--- src/rtl/instr_prefetch_queue.sv ---
// ---------------------------------------------------------------------------
// instr_prefetch_queue
//
// Purpose:
//   Fetch stage in front of the instruction register. It assembles 16-bit
//   little-endian instructions from a byte-wide instruction memory (low byte
//   at fetch_pc, high byte at fetch_pc+1) and stores them in a small FIFO.
//   Each entry is tagged with its fetch address. The consumer drains the FIFO
//   through a valid/ready handshake. A redirect flushes the FIFO and restarts
//   fetching at a new address.
//
// Ports:
//   clk           - clock, all state changes on the rising edge
//   reset         - synchronous active-low reset
//   mem_rd_en     - byte read strobe to instruction memory
//   mem_addr      - byte address of the current read
//   mem_rd_data   - read data, valid one cycle after mem_rd_en
//   instr_valid   - queue head holds a valid instruction
//   instr_ready   - consumer accepts the head this cycle
//   instr         - head instruction word {hi,lo}
//   instr_pc      - byte address of the head instruction
//   redirect      - jump taken: flush and refetch
//   redirect_addr - new fetch address (odd values allowed)
//   halt          - blocks new word fetches while high
//   queue_count   - number of words held, 0..DEPTH
// ---------------------------------------------------------------------------
module instr_prefetch_queue #(
    parameter int DEPTH = 4,
    parameter int CNT_W = 3
) (
    input  logic             clk,
    input  logic             reset,
    output logic             mem_rd_en,
    output logic [15:0]      mem_addr,
    input  logic [7:0]       mem_rd_data,
    output logic             instr_valid,
    input  logic             instr_ready,
    output logic [15:0]      instr,
    output logic [15:0]      instr_pc,
    input  logic             redirect,
    input  logic [15:0]      redirect_addr,
    input  logic             halt,
    output logic [CNT_W-1:0] queue_count
);

    localparam int PTR_W = (DEPTH > 1) ? $clog2(DEPTH) : 1;

    localparam logic [1:0] ST_FETCH_LO = 2'd0;
    localparam logic [1:0] ST_FETCH_HI = 2'd1;
    localparam logic [1:0] ST_WRITE    = 2'd2;

    logic [1:0]       state_q, state_d;
    logic [15:0]      fetch_pc_q, fetch_pc_d;
    logic [7:0]       lo_byte_q, lo_byte_d;
    logic [15:0]      word_q [DEPTH];
    logic [15:0]      word_d [DEPTH];
    logic [15:0]      tag_q  [DEPTH];
    logic [15:0]      tag_d  [DEPTH];
    logic [PTR_W-1:0] rd_ptr_q, rd_ptr_d;
    logic [PTR_W-1:0] wr_ptr_q, wr_ptr_d;
    logic [CNT_W-1:0] count_q, count_d;

    logic issue;
    logic push;
    logic pop;

    // A new word is only started when there is room for it; since only one
    // word is ever in flight and the count can only fall meanwhile, the push
    // in WRITE can never overflow.
    assign issue = (state_q == ST_FETCH_LO) && !halt && (count_q < CNT_W'(DEPTH));

    // Memory interface. Outputs are forced idle while reset is held low so no
    // stray read escapes during reset.
    always_comb begin
        mem_rd_en = 1'b0;
        mem_addr  = fetch_pc_q;
        case (state_q)
            ST_FETCH_LO: mem_rd_en = issue;
            ST_FETCH_HI: begin
                mem_rd_en = 1'b1;
                mem_addr  = fetch_pc_q + 16'd1;
            end
            default: mem_rd_en = 1'b0;
        endcase
        if (!reset) begin
            mem_rd_en = 1'b0;
            mem_addr  = 16'd0;
        end
    end

    // Consumer side: head entry shown directly, zeroed while empty.
    always_comb begin
        instr_valid = (count_q != '0);
        instr       = instr_valid ? word_q[rd_ptr_q] : 16'd0;
        instr_pc    = instr_valid ? tag_q[rd_ptr_q]  : 16'd0;
        queue_count = count_q;
    end

    // Fetch FSM. A redirect wins over everything: the in-flight byte and any
    // pending push are dropped and fetch restarts at redirect_addr.
    always_comb begin
        state_d    = state_q;
        fetch_pc_d = fetch_pc_q;
        lo_byte_d  = lo_byte_q;
        push       = 1'b0;
        case (state_q)
            ST_FETCH_LO: begin
                if (issue) begin
                    state_d = ST_FETCH_HI;
                end
            end
            ST_FETCH_HI: begin
                lo_byte_d = mem_rd_data;
                state_d   = ST_WRITE;
            end
            ST_WRITE: begin
                push       = 1'b1;
                fetch_pc_d = fetch_pc_q + 16'd2;
                state_d    = ST_FETCH_LO;
            end
            default: state_d = ST_FETCH_LO;
        endcase
        pop = instr_valid && instr_ready;
        if (redirect) begin
            state_d    = ST_FETCH_LO;
            fetch_pc_d = redirect_addr;
            push       = 1'b0;
            pop        = 1'b0;
        end
    end

    // FIFO bookkeeping; full and empty are told apart by the count.
    always_comb begin
        word_d   = word_q;
        tag_d    = tag_q;
        rd_ptr_d = rd_ptr_q;
        wr_ptr_d = wr_ptr_q;
        count_d  = count_q;
        if (redirect) begin
            rd_ptr_d = '0;
            wr_ptr_d = '0;
            count_d  = '0;
        end else begin
            if (push) begin
                word_d[wr_ptr_q] = {mem_rd_data, lo_byte_q};
                tag_d[wr_ptr_q]  = fetch_pc_q;
                wr_ptr_d         = wr_ptr_q + PTR_W'(1);
            end
            if (pop) begin
                rd_ptr_d = rd_ptr_q + PTR_W'(1);
            end
            if (push && !pop) begin
                count_d = count_q + CNT_W'(1);
            end else if (pop && !push) begin
                count_d = count_q - CNT_W'(1);
            end
        end
    end

    always_ff @(posedge clk) begin
        if (!reset) begin
            state_q    <= ST_FETCH_LO;
            fetch_pc_q <= 16'd0;
            lo_byte_q  <= 8'd0;
            rd_ptr_q   <= '0;
            wr_ptr_q   <= '0;
            count_q    <= '0;
            for (int i = 0; i < DEPTH; i++) begin
                word_q[i] <= 16'd0;
                tag_q[i]  <= 16'd0;
            end
        end else begin
            state_q    <= state_d;
            fetch_pc_q <= fetch_pc_d;
            lo_byte_q  <= lo_byte_d;
            rd_ptr_q   <= rd_ptr_d;
            wr_ptr_q   <= wr_ptr_d;
            count_q    <= count_d;
            word_q     <= word_d;
            tag_q      <= tag_d;
        end
    end

endmodule

--- config.mk ---
export PLATFORM = sky130hd
export DESIGN_NAME = instr_prefetch_queue
export DESIGN_NICKNAME = d
export VERILOG_FILES = /design/src/rtl/instr_prefetch_queue.sv
export SDC_FILE = /design/constraint.sdc
export NUM_CORES = 1
export LEC_CHECK = 0
export ABC_AREA = 0
export CAP_MARGIN = 20
export CORE_ASPECT_RATIO = 0.5
export CORE_UTILIZATION = 31
export DETAILED_ROUTE_END_ITERATION = 10
export PLACE_DENSITY_LB_ADDON = 0.12
export SYNTH_ARGS = -nofsm -noshare
export SYNTH_HDL_FRONTEND = slang
export SYNTH_SLANG_ARGS = --single-unit
--- constraint.sdc ---
create_clock -name clk -period 3 [get_ports clk]
set_input_delay 0.6 -clock clk [delete_from_list [all_inputs] [get_ports clk]]
set_output_delay 0.6 -clock clk [all_outputs]
set_load 0.05 [all_outputs]
After elaboration in Yosys (flattened, before gate mapping)
Index checks and enable logic that the tools add are counted.

Add/subtract/negate cells: 6. $lt $le $gt $ge: 4. Equality and inequality tests: 3. Mux-type cells: 25. Bitwise logic cells: 4. Reduce and logical (&&, ||, !) cells: 15.

Operators by type and width (number): $mux W16 (11); $bwmux W64 (2); $bmux W16 S2 (2); $demux W16 S2 (1); $add A16 B1 Y16 const B (1); $add A16 B2 Y16 const B (1); $ge A3 B3 Y1 const B (2); $logic_and A1 B1 Y1 (6); $mux W3 (2); $not A2 Y3 (2); $add A2 B1 Y2 const B (2); $mux W1 (4); $pmux W2 S2 (1); $reduce_bool A2 Y1 (2); $add A3 B1 Y3 const B (1); $logic_not A1 Y1 (3); $lt A3 B1 Y1 const B (1); $lt A3 B3 Y1 const B (1); $reduce_bool A3 Y1 (1); $sub A3 B1 Y3 const B (1); $eq A2 B1 Y1 const B (1); $eq A2 B2 Y1 const B (1); $logic_not A2 Y1 (1); $mux W2 (1); 5 further kinds (6).

Flip-flop bits (word level): 161. Input bits: 29. Output and inout port bits: 53. Word-level logic and storage cells: 71.

Logic depth before layout (Yosys ltp)
Gate-level depths: netlist of run 1.

Word-level depth: 7. Mapped depth: 10. Depth with buffers taken out: 8.

Worst setup path after synthesis of run 1
OpenSTA, ideal clock, no wires.

Path type: reg-to-reg. From: register count_q[0] (netlist: queue_count[0]). To: register count_q[2] (netlist: queue_count[2]). Data arrival time: 2782 ps. Data required time: 2928 ps. Path slack: 147 ps. Stages on the path, launching flop included: 11. Period minus slack after synthesis: 2853 ps. Cells stage by stage: dfxtp_1 -> or3_1 -> clkbuf_1 -> clkbuf_1 -> nand3_1 -> ha_1 -> inv_1 -> fa_1 -> xor2_1 -> or3_1 -> a21oi_1.

Word-level cells in the longest chain between the ends: 6.

RTL lines: start, declared (line 61) `logic [CNT_W-1:0] count_q, count_d;`; start signal, assigned (line 178) `count_q <= count_d;`; $reduce_bool A3 Y1 (*) (line 93) `instr_valid = (count_q != '0);`; named net instr_valid (line 36) `output logic instr_valid,`; $logic_and A1 B1 Y1 (*) (line 123) `pop = instr_valid && instr_ready;`; $mux W1 (*) (line 124) `if (redirect) begin`; $logic_not A1 Y1 (line 152) `if (push && !pop) begin`; $logic_and A1 B1 Y1 (line 152); $mux W3 / $reduce_bool A2 Y1 (equally long branches).

Mark *: on every way through the listed nets, which the timed path passes. The rest lies on a longest branch. The select of a mux whose other input is x is not followed. A chain may end at the register's enable or synchronous reset.

Worst setup path after layout of run 1
From: register state_q[0]. To: output port mem_addr[13].

Word-level cells in the longest chain between the ends: 3.

RTL lines: start, declared (line 52) `logic [1:0] state_q, state_d;`; start signal, assigned (line 173) `state_q <= state_d;`; $eq A2 B1 Y1 (line 77) `case (state_q)`; $mux W16 (line 77); $mux W16 (line 85) `if (!reset) begin`; end, declared (line 34) `output logic [15:0] mem_addr,`.

No other way between the ends.

==> metrics, run 1 <==
status completed; Comb power frac 6.7%; hold path startpoint word_q[22]; Least-Margin Pin Slew 0.625 ns; post-synthesis instance total 898; Die Y 114 um; total grt overflow 0; DR iter-0 viols 414; slowest stage cell on the critical path or4_1; CTS tree done; H-tree depth 4; worst hold path type reg -> reg; Place WS 0.376 ns; leakage 3.26 nW; min Tclk post-route 2.84 ns; DR vias/cell 4.77; Detailed Place HPWL 13800 um; fraction of layout cells with a size suffix above 1 16.9%; Worst R2R Path Depth 8; Cell Area, Synth 7780 um^2; Final Cycle Share 94.8%; internal power 3.66 mW; remaining routing DRC violations 0; slowest stage delay, CP 0.49 ns; CP required 2.40 ns; DP Area 8990 um^2; hold path depth 2; antenna cells 0; # setup viols final 0; Placed Instances 1269; via count 6209; Sw Share 22.9%; initial antenna violation count 0; largest net degree at the start of global routing 73; DIE WIDTH 226 um; post-synthesis cell type count 37; crit path launch type flop; IO buf count 81; clock root buffer clkbuf_16; Hold EP word_q[22]; IO Pins 82; syn_nets 935; latest clock arrival within the worst-skew pair 0.43 ns; RSZ-0062 raised after global routing no; Critical Path End Type output pin; worst setup path class reg -> out; Max-Cap Viols 0; Peak supply drop 0.391 mV; total CTS buffers 17; power density cells 494 nW/um^2; drt pass-1 iters 4; wire per inst 16.7 um; final instance area 9610 um^2; sequential fraction of design power 46.2%; vias in the first global route 6281; Register-to-Register Setup Slack 0.86 ns; Worst EP arrival 2.24 ns; first-pass GRT wire length 35100 um; starting density of the core 32.0%; max_slew headroom 58.4%; gpl congestion 0.772; synth-to-layout area growth 23.5%; maximum fanout along the worst path 7; drt total wl 21800 um; reg2reg end queue_count[2]; crit-path cells nor2b_1 -> nand3_2 -> or4_1 -> a21boi_1 -> buf_12; GRT Resource Usage Total 17.9%; Detail Route Antenna Nets 0; post-layout util 39.5%; CTS Sinks 161; worst path bufs/invs 1; FMAX 0.352 GHz; Clock transition at path regs 0.06 ns; worst hold margin 0.451 ns; synthesized flop and latch total 161; worst clock skew 0.0103 ns; Fin Setup TNS 0 ns; area of the core 24300 um^2; Post-CTS Setup Bufs 0; reg-to-reg critical path startpoint queue_count[0]; Pins Over Slew Limit 0; DIE AREA 25800 um^2; Final Power 4.75 mW; Sw Pwr 1.09 mW; clock tree buffer depth 2; Final nets 989; sequential area share after synthesis 41.4%; Non-Filler Instances 1301; endpoints failing hold 0; Syn Area/Cell 8.67 um^2; row cnt 40; Clock power frac 47.1%; Syn. warnings 0; slack of the critical path 0.156 ns; critical path's top delay family simple AND/OR/NAND/NOR gates
## cell usage after synthesis (all sizes together)
library cell	n	area (um^2)
nor2b	3	18.8
nor2	12	45.0
clkinv	1	3.75
xnor2	15	131
a21boi	140	1050
o21ai	19	95.1
and2	51	319
nand3	8	40.0
nor3b	3	33.8
nand2	293	1100
nor4	2	12.5
mux4	32	721
o31ai	2	15.0
and4	2	17.5
clkbuf	48	180
nand4	9	56.3
and4b	5	51.3
nor4b	1	8.76
a21oi	12	60.1
a31oi	1	6.26
nand3b	1	7.51
or3	5	31.3
and3	2	12.5
inv	4	15.0
dfxtp	161	3220
mux2i	4	40.0
fa	1	20.0
or4	1	7.51
ha	7	87.6
buf	38	245
nand2b	2	12.5
xor2	13	114
## flip-flops by register name, summed over array words and instances (netlist names)
name / cells
lo_byte_q: 8
state_q: 2
queue_count: 3
word_q: 64
fetch_pc_q: 16
wr_ptr_q: 2
rd_ptr_q: 2
tag_q: 64
## final cells by class
class                           instances  area, um^2
Clock inverter                          9         131
Tap cell                              336         420
Multi-Input combinational cell        646        4140
Sequential cell                       161        3230
Fill cell                            2476       14700
Clock buffer                           23         468
Inverter                                5        18.8
Timing Repair Buffer                  121        1210
## worst max path at each step
stage,from,end,slack [ns],depth (start not counted)
after floorplan,queue_count[0],queue_count[2],0.15,10
after detailed placement,redirect,queue_count[2],0.38,9
after CTS,fetch_pc_q[6],mem_addr[14],0.002,6
after global routing,fetch_pc_q[2],mem_addr[13],0.02,5
after global placement,redirect,queue_count[2],0.39,9
final,state_q[0],mem_addr[13],0.16,5
## metal layers
metal	vias to the layer above	global-route usage, %	routed length [um]
met5	-	0	0
met4	0	6.17	361
met3	31	3.03	718
met2	83	28.5	9890
met1	2999	24.6	10800
li1	3096	-	-
## cells in the final DEF, fill, tap and decap left out, types with 2 or more instances in the layout
cell / count
nand2_1: 292
clkbuf_8: 2
clkbuf_1: 4
clkinvlp_4: 3
xnor2_1: 15
ha_1: 6
nor2b_1: 3
clkbuf_16: 17
inv_1: 4
bufinv_16: 3
or3_1: 5
nor2_1: 12
nand4_1: 9
dfxtp_2: 4
and3_1: 2
a21boi_1: 31
a21boi_0: 108
mux2i_1: 4
nand3_1: 7
and2_1: 51
xor2_1: 13
clkdlybuf4s50_1: 30
o21ai_0: 19
nor3b_1: 2
buf_4: 73
mux4_2: 32
buf_12: 18
nand2b_1: 2
clkinv_2: 2
a21oi_1: 12
and4b_1: 4
o31ai_1: 2
dfxtp_1: 157
## what timing repair did
item | CTS | global route
hold buffers | 0 | 0
endpoints found under the setup margin | 0 | 4
gates resized for setup | 0 | 7
## power groups by stage
stage	Sequential, mW	Combinational [mW]	Clock [mW]
after global placement	2.24	0.323	0
final	2.19	0.319	2.24
after detailed placement	2.24	0.321	0
after CTS	2.19	0.323	2.29
after floorplan	2.22	0.196	0
after global routing	2.19	0.342	2.39
## cell families after synthesis
kind of cell	after synthesis	synth area share (%)
AO/OA/AOI/OAI	174	15.8
AND/OR/NAND/NOR	400	22.8
multiplexers	36	9.77
XOR/XNOR	28	3.15
flip-flops	161	41.4
buffers and inverters	91	5.71
adder cells (fa/ha/maj)	8	1.38
## worst reg2reg max path: cells and delay by family, from the launching register on
family / cells / cell delay (ns)
XOR/XNOR: 1 / 0.15
AND/OR/NAND/NOR: 3 / 0.79
flip-flops: 1 / 0.36
AO/OA/AOI/OAI: 1 / 0.15
buffers and inverters: 1 / 0.06
adder cells (fa/ha/maj): 2 / 0.55
(Power assumes the default switching activity.)
==> run 2: changes to the inputs <==
--- a/config.mk
+++ b/config.mk
@@ -6,11 +6,11 @@
 export NUM_CORES = 1
 export LEC_CHECK = 0
 export ABC_AREA = 0
-export CAP_MARGIN = 20
 export CORE_ASPECT_RATIO = 0.5
 export CORE_UTILIZATION = 31
 export DETAILED_ROUTE_END_ITERATION = 10
 export PLACE_DENSITY_LB_ADDON = 0.12
+export RECOVER_POWER = 25
 export SYNTH_ARGS = -nofsm -noshare
 export SYNTH_HDL_FRONTEND = slang
 export SYNTH_SLANG_ARGS = --single-unit
==> run 2 against run 1 <==
Clock skew barely moved. Combinational power is essentially flat. Cell count is the same. Worst setup slack better by 0.0026 ns. Fmax about the same. Clock-buffer cell count stayed put. Critical path type unchanged. Critical endpoint unchanged.
==> metrics, run 2 (synthesis gave the netlist of run 1 again) <==
Final Power 4.75 mW (about the same); worst path bufs/invs 1 (unchanged); Peak supply drop 0.390 mV (was 0.391 mV); starting density of the core 32.0% (unchanged); FMAX 0.352 GHz (about the same); CP required 2.40 ns (about the same); initial antenna violation count 0 (unchanged); worst setup path class reg -> out (unchanged); vias in the first global route 6281 (unchanged); Fin Setup TNS 0 ns (unchanged); gpl congestion 0.772 (unchanged); H-tree depth 4 (unchanged); CTS Hold Buffers Added 0 (unchanged); Final Cycle Share 94.7% (was 94.8%); CTS tree done (unchanged); total CTS buffers 17 (unchanged); crit path launch type flop (unchanged); Sw Pwr 1.09 mW (about the same); IO Pins 82 (unchanged); Sw Share 23.0% (was 22.9%); first-pass GRT wire length 35100 um (unchanged); hold path depth 2 (unchanged); RSZ-0062 raised after global routing no (unchanged); min Tclk post-route 2.84 ns (about the same); CP Depth 5 (unchanged); critical path's top delay family simple AND/OR/NAND/NOR gates (unchanged); largest net degree at the start of global routing 73 (unchanged); power density cells 495 nW/um^2 (was 494 nW/um^2); CTS Sinks 161 (unchanged); via count 6227 (was 6209); DR iter-0 viols 404 (was 414); fraction of layout cells with a size suffix above 1 16.7% (was 16.9%); Pins Over Slew Limit 0 (unchanged); # setup viols final 0 (unchanged); drt pass-1 iters 4 (unchanged); IO buf count 81 (unchanged); Die Y 114 um (unchanged); endpoints failing hold 0 (unchanged); Max-Cap Viols 0 (unchanged); wire per inst 16.8 um (was 16.7 um); internal power 3.66 mW (unchanged); total grt overflow 0 (unchanged); top flop regs tag_q: 64 flops, word_q: 64 flops, fetch_pc_q: 16 flops (unchanged); Least-Margin Pin Slew 1.24 ns (was 0.625 ns); worst hold path type reg -> reg (unchanged); antenna cells 0 (unchanged); Worst R2R Path Depth 8 (unchanged); leakage 3.25 nW (was 3.26 nW); crit path launch state_q[0] (unchanged); drt total wl 21800 um (about the same); worst hold margin 0.452 ns (was 0.451 ns); slowest stage cell on the critical path or4_1 (unchanged); hold path startpoint tag_q[10] (was word_q[22]); Worst EP arrival 2.24 ns (about the same); Clock power frac 47.2% (was 47.1%); DIE WIDTH 226 um (unchanged); most frequent cells in the layout 292 x nand2_1, 157 x dfxtp_1, 112 x a21boi_0 (was 292 x nand2_1, 157 x dfxtp_1, 108 x a21boi_0); Comb power frac 6.7% (about the same); status completed (unchanged); reg-to-reg critical path startpoint queue_count[0] (unchanged); most common cell after layout, fill and taps aside nand2_1 (unchanged); slowest stage delay, CP 0.49 ns (about the same); DR vias/cell 4.79 (was 4.77); worst clock skew 0.00996 ns (was 0.0103 ns); area of the core 24300 um^2 (unchanged); synth-to-layout area growth 23.3% (was 23.5%); DIE AREA 25800 um^2 (unchanged); latest clock arrival within the worst-skew pair 0.43 ns (about the same); GRT Resource Usage Total 17.9% (unchanged); Clock transition at path regs 0.06 ns (about the same); max_slew headroom 17.6% (was 58.4%); Critical Path End Type output pin (unchanged); remaining routing DRC violations 0 (unchanged); clock tree buffer depth 2 (unchanged); row cnt 40 (unchanged); maximum fanout along the worst path 7 (unchanged); clock root buffer clkbuf_16 (unchanged); crit-path cells nor2b_1 -> nand3_2 -> or4_1 -> a21boi_1 -> buf_12 (unchanged); Final nets 989 (unchanged); sequential fraction of design power 46.1% (was 46.2%); Detailed Place HPWL 13800 um (unchanged); Detail Route Antenna Nets 0 (unchanged)
run 2: cell count changes in the layout (fill, tap and decap cells not counted), sizes merged:
cell / previous run / this run
buf: 91 / 88
clkbuf: 23 / 26
clkdlybuf4s50: 30 / 29
dlygate4sd3: 0 / 1
run 2: power by group through the flow:
stage	logic (mW)	clock network (mW)	registers (mW)
2_1_floorplan	0.196	0	2.22
3_3_place_gp	0.323	0	2.24
3_5_place_dp	0.321	0	2.24
4_1_cts	0.323	2.29	2.19
5_1_grt	0.342	2.39	2.19
6_report	0.319	2.24	2.19
run 2: routing by layer:
| metal | up-vias | wire length, um | track usage (%) |
|---|---|---|---|
| met2 | 104 | 9890 | 28.5 |
| li1 | 3093 | - | - |
| met4 | 0 | 342 | 6.17 |
| met3 | 28 | 728 | 3.03 |
| met5 | - | 0 | 0 |
| met1 | 3002 | 10900 | 24.6 |
run 2: timing repair:
action,4_1_cts,5_1_grt
setup endpoints to repair,0,4
buffers inserted,0,0
gates resized for setup,0,7
run 2: worst paths after layout:
check / slack [ns] / endpoint
setup / recovery: 0.16 / mem_addr[13]
hold / removal: 0.45 / tag_q[10]
setup reg to reg: 0.86 / queue_count[2]
hold reg to reg: 0.45 / tag_q[10]
run 2: final cells by class:
type / count / area, um^2
well taps: 336 / 420
repair buffers: 121 / 1200
multi-input cells: 646 / 4140
fillers: 2480 / 14700
inverters: 5 / 18.8
clock inverters: 9 / 131
clock buffers: 23 / 468
flip-flops and latches: 161 / 3230
run 2: through the flow:
stage	cells	setup WS, ns	area (um^2)	util [%]
after floorplan	898	0.147	7780	-
after global placement	1269	0.387	8990	37.0
after detailed placement	1269	0.376	8990	37.0
after CTS	1301	0.00175	9590	39.4
after global routing	1301	0.0224	9600	39.5
final	1301	0.158	9600	39.5
run 2: tightest hold or removal path, cell delays in order (launching register included):
cell and delay (ns):
dfxtp_1 0.31, nand2_1 0.05, a21boi_1 0.05
==> edit: new RTL, settings of run 1 <==
Change the parameter `CNT_W` from 3 to 4.
--- a/src/rtl/instr_prefetch_queue.sv
+++ b/src/rtl/instr_prefetch_queue.sv
@@ -26,7 +26,7 @@
 // ---------------------------------------------------------------------------
 module instr_prefetch_queue #(
     parameter int DEPTH = 4,
-    parameter int CNT_W = 3
+    parameter int CNT_W = 4
 ) (
     input  logic             clk,
     input  logic             reset,
Ports: changed (resized queue_count); port bits go from 82 to 83. The function was not compared with the original's and may differ.
==> edit against run 1 <==
  * Synthesized area fell by 4.0%
  * Largest cell class unchanged
  * Utilization rose by 0.83 points
  * Global-route usage rose by 0.069 points
  * Routed wire length fell by 2.3%
  * Worst hold slack barely moved
  * First-iteration DRC count rose by 4.8%
  * Clock skew fell by 2.5 ps
  * Final area fell by 2.5%
  * Largest power group unchanged
  * Register-to-register slack got worse by 310 ps
  * Sequential cell count rose by 1
  * Worst setup slack got worse by 52 ps
  * Power rose by 2.1%
==> edit: results (changes against run 1) <==
- Commonest cells post-synth: 286 x nand2_1, 162 x dfxtp_1, 152 x a21oi_1
- Wire length on met3: 694 um (-3.3%)
- Share of cells above drive strength 1: 17.1% (+0.18 points)
- Routed met2 length: 9.89 mm (about the same)
- Bufs w/o clock: 125 (+3.3%)
- Min-Delay Startpoint: word_q[1]
- Port bufs: 82 (+1.2%)
- Max FO, Critical Path: 6 (-1)
- Wl on met1: 10.5 mm (-2.7%)
- Gpl congestion: 0.749 (-2.9%)
- Slew HR: 46.1% (-12 points)
- Status: finished clean
- Crit-path slowest cell: dfxtp_1
- Crit Reg-Reg Endpoint: queue_count[3]
- Sequential cell area share: 34.7% (+1.1 points)
- Fillers: 2360 (-4.7%)
- Final Net Count: 1004 (+1.5%)
- Worst r2r path cells: 9 (+1)
- Sw Ratio: 22.8% (-0.056 points)
- Netlist cell types: 42 (+14%)
- Met1 Track Usage GR: 24.6% (+0.043 points)
- Multi-input gates: 651 (+0.77%)
- Hold slack final: 452 ps (+0.343 ps)
- Final Skew: 7.87 ps (-2.45 ps)
- Vias in the first global route: 6154 (-2.0%)
- Post-Layout Cell Count: 1285 (-1.2%)
- Post-DP Area: 0.00871 sq mm (-3.1%)
- Inverters: 8 (+3)
- Seq/Total Area, Yosys: 43.4% (+2.0 points)
- Synth Net Count: 944 (+0.96%)
- Total track usage: 18.0% (+0.069 points)
- Synth Area per Inst: 8.26 sq um (-4.7%)
- Sink Count: 162 (+0.62%)
- Cts repair resizes: 2 (+2)
- Initial DRC count: 434 (+4.8%)
- Detailed Place HPWL: 13.5 mm (-2.6%)
- Vias per cell: 4.88 (+2.3%)
- CP max stage delay: 440 ps (-50 ps)
- Max IR drop VDD: 379 uV (-3.2%)
- Buffering overhead: 13.5% (+0.97 points)
- First-pass GRT wire length: 34.4 mm (-1.9%)
## edit: logic make-up after synthesis
family	share of synthesized area (%)
compound gates	12.0
simple gates	23.3
xor+xnor	3.16
buf+inv	5.86
mux	10.6
flops	43.4
fa+ha+maj	1.77
## edit: power groups by stage
stage                     Sequential [W]  Clock, W  Combinational [W]
after floorplan                  0.00223         0           0.000194
after global placement           0.00225         0           0.000324
after detailed placement         0.00225         0           0.000323
after CTS                        0.00220   0.00237           0.000325
after global routing             0.00220   0.00247           0.000346
final                            0.00220   0.00233           0.000322
## edit: worst max-delay path by stage
| stage | from | endpoint | slack, ps |
|---|---|---|---|
| floorplan | fetch_pc_q[7] | mem_addr[15] | 170 |
| global placement | redirect | queue_count[3] | 200 |
| detailed placement | redirect | queue_count[3] | 110 |
| CTS | fetch_pc_q[2] | mem_addr[15] | 4 |
| global route | fetch_pc_q[1] | mem_addr[14] | -10 |
| finish | fetch_pc_q[1] | mem_addr[14] | 100 |
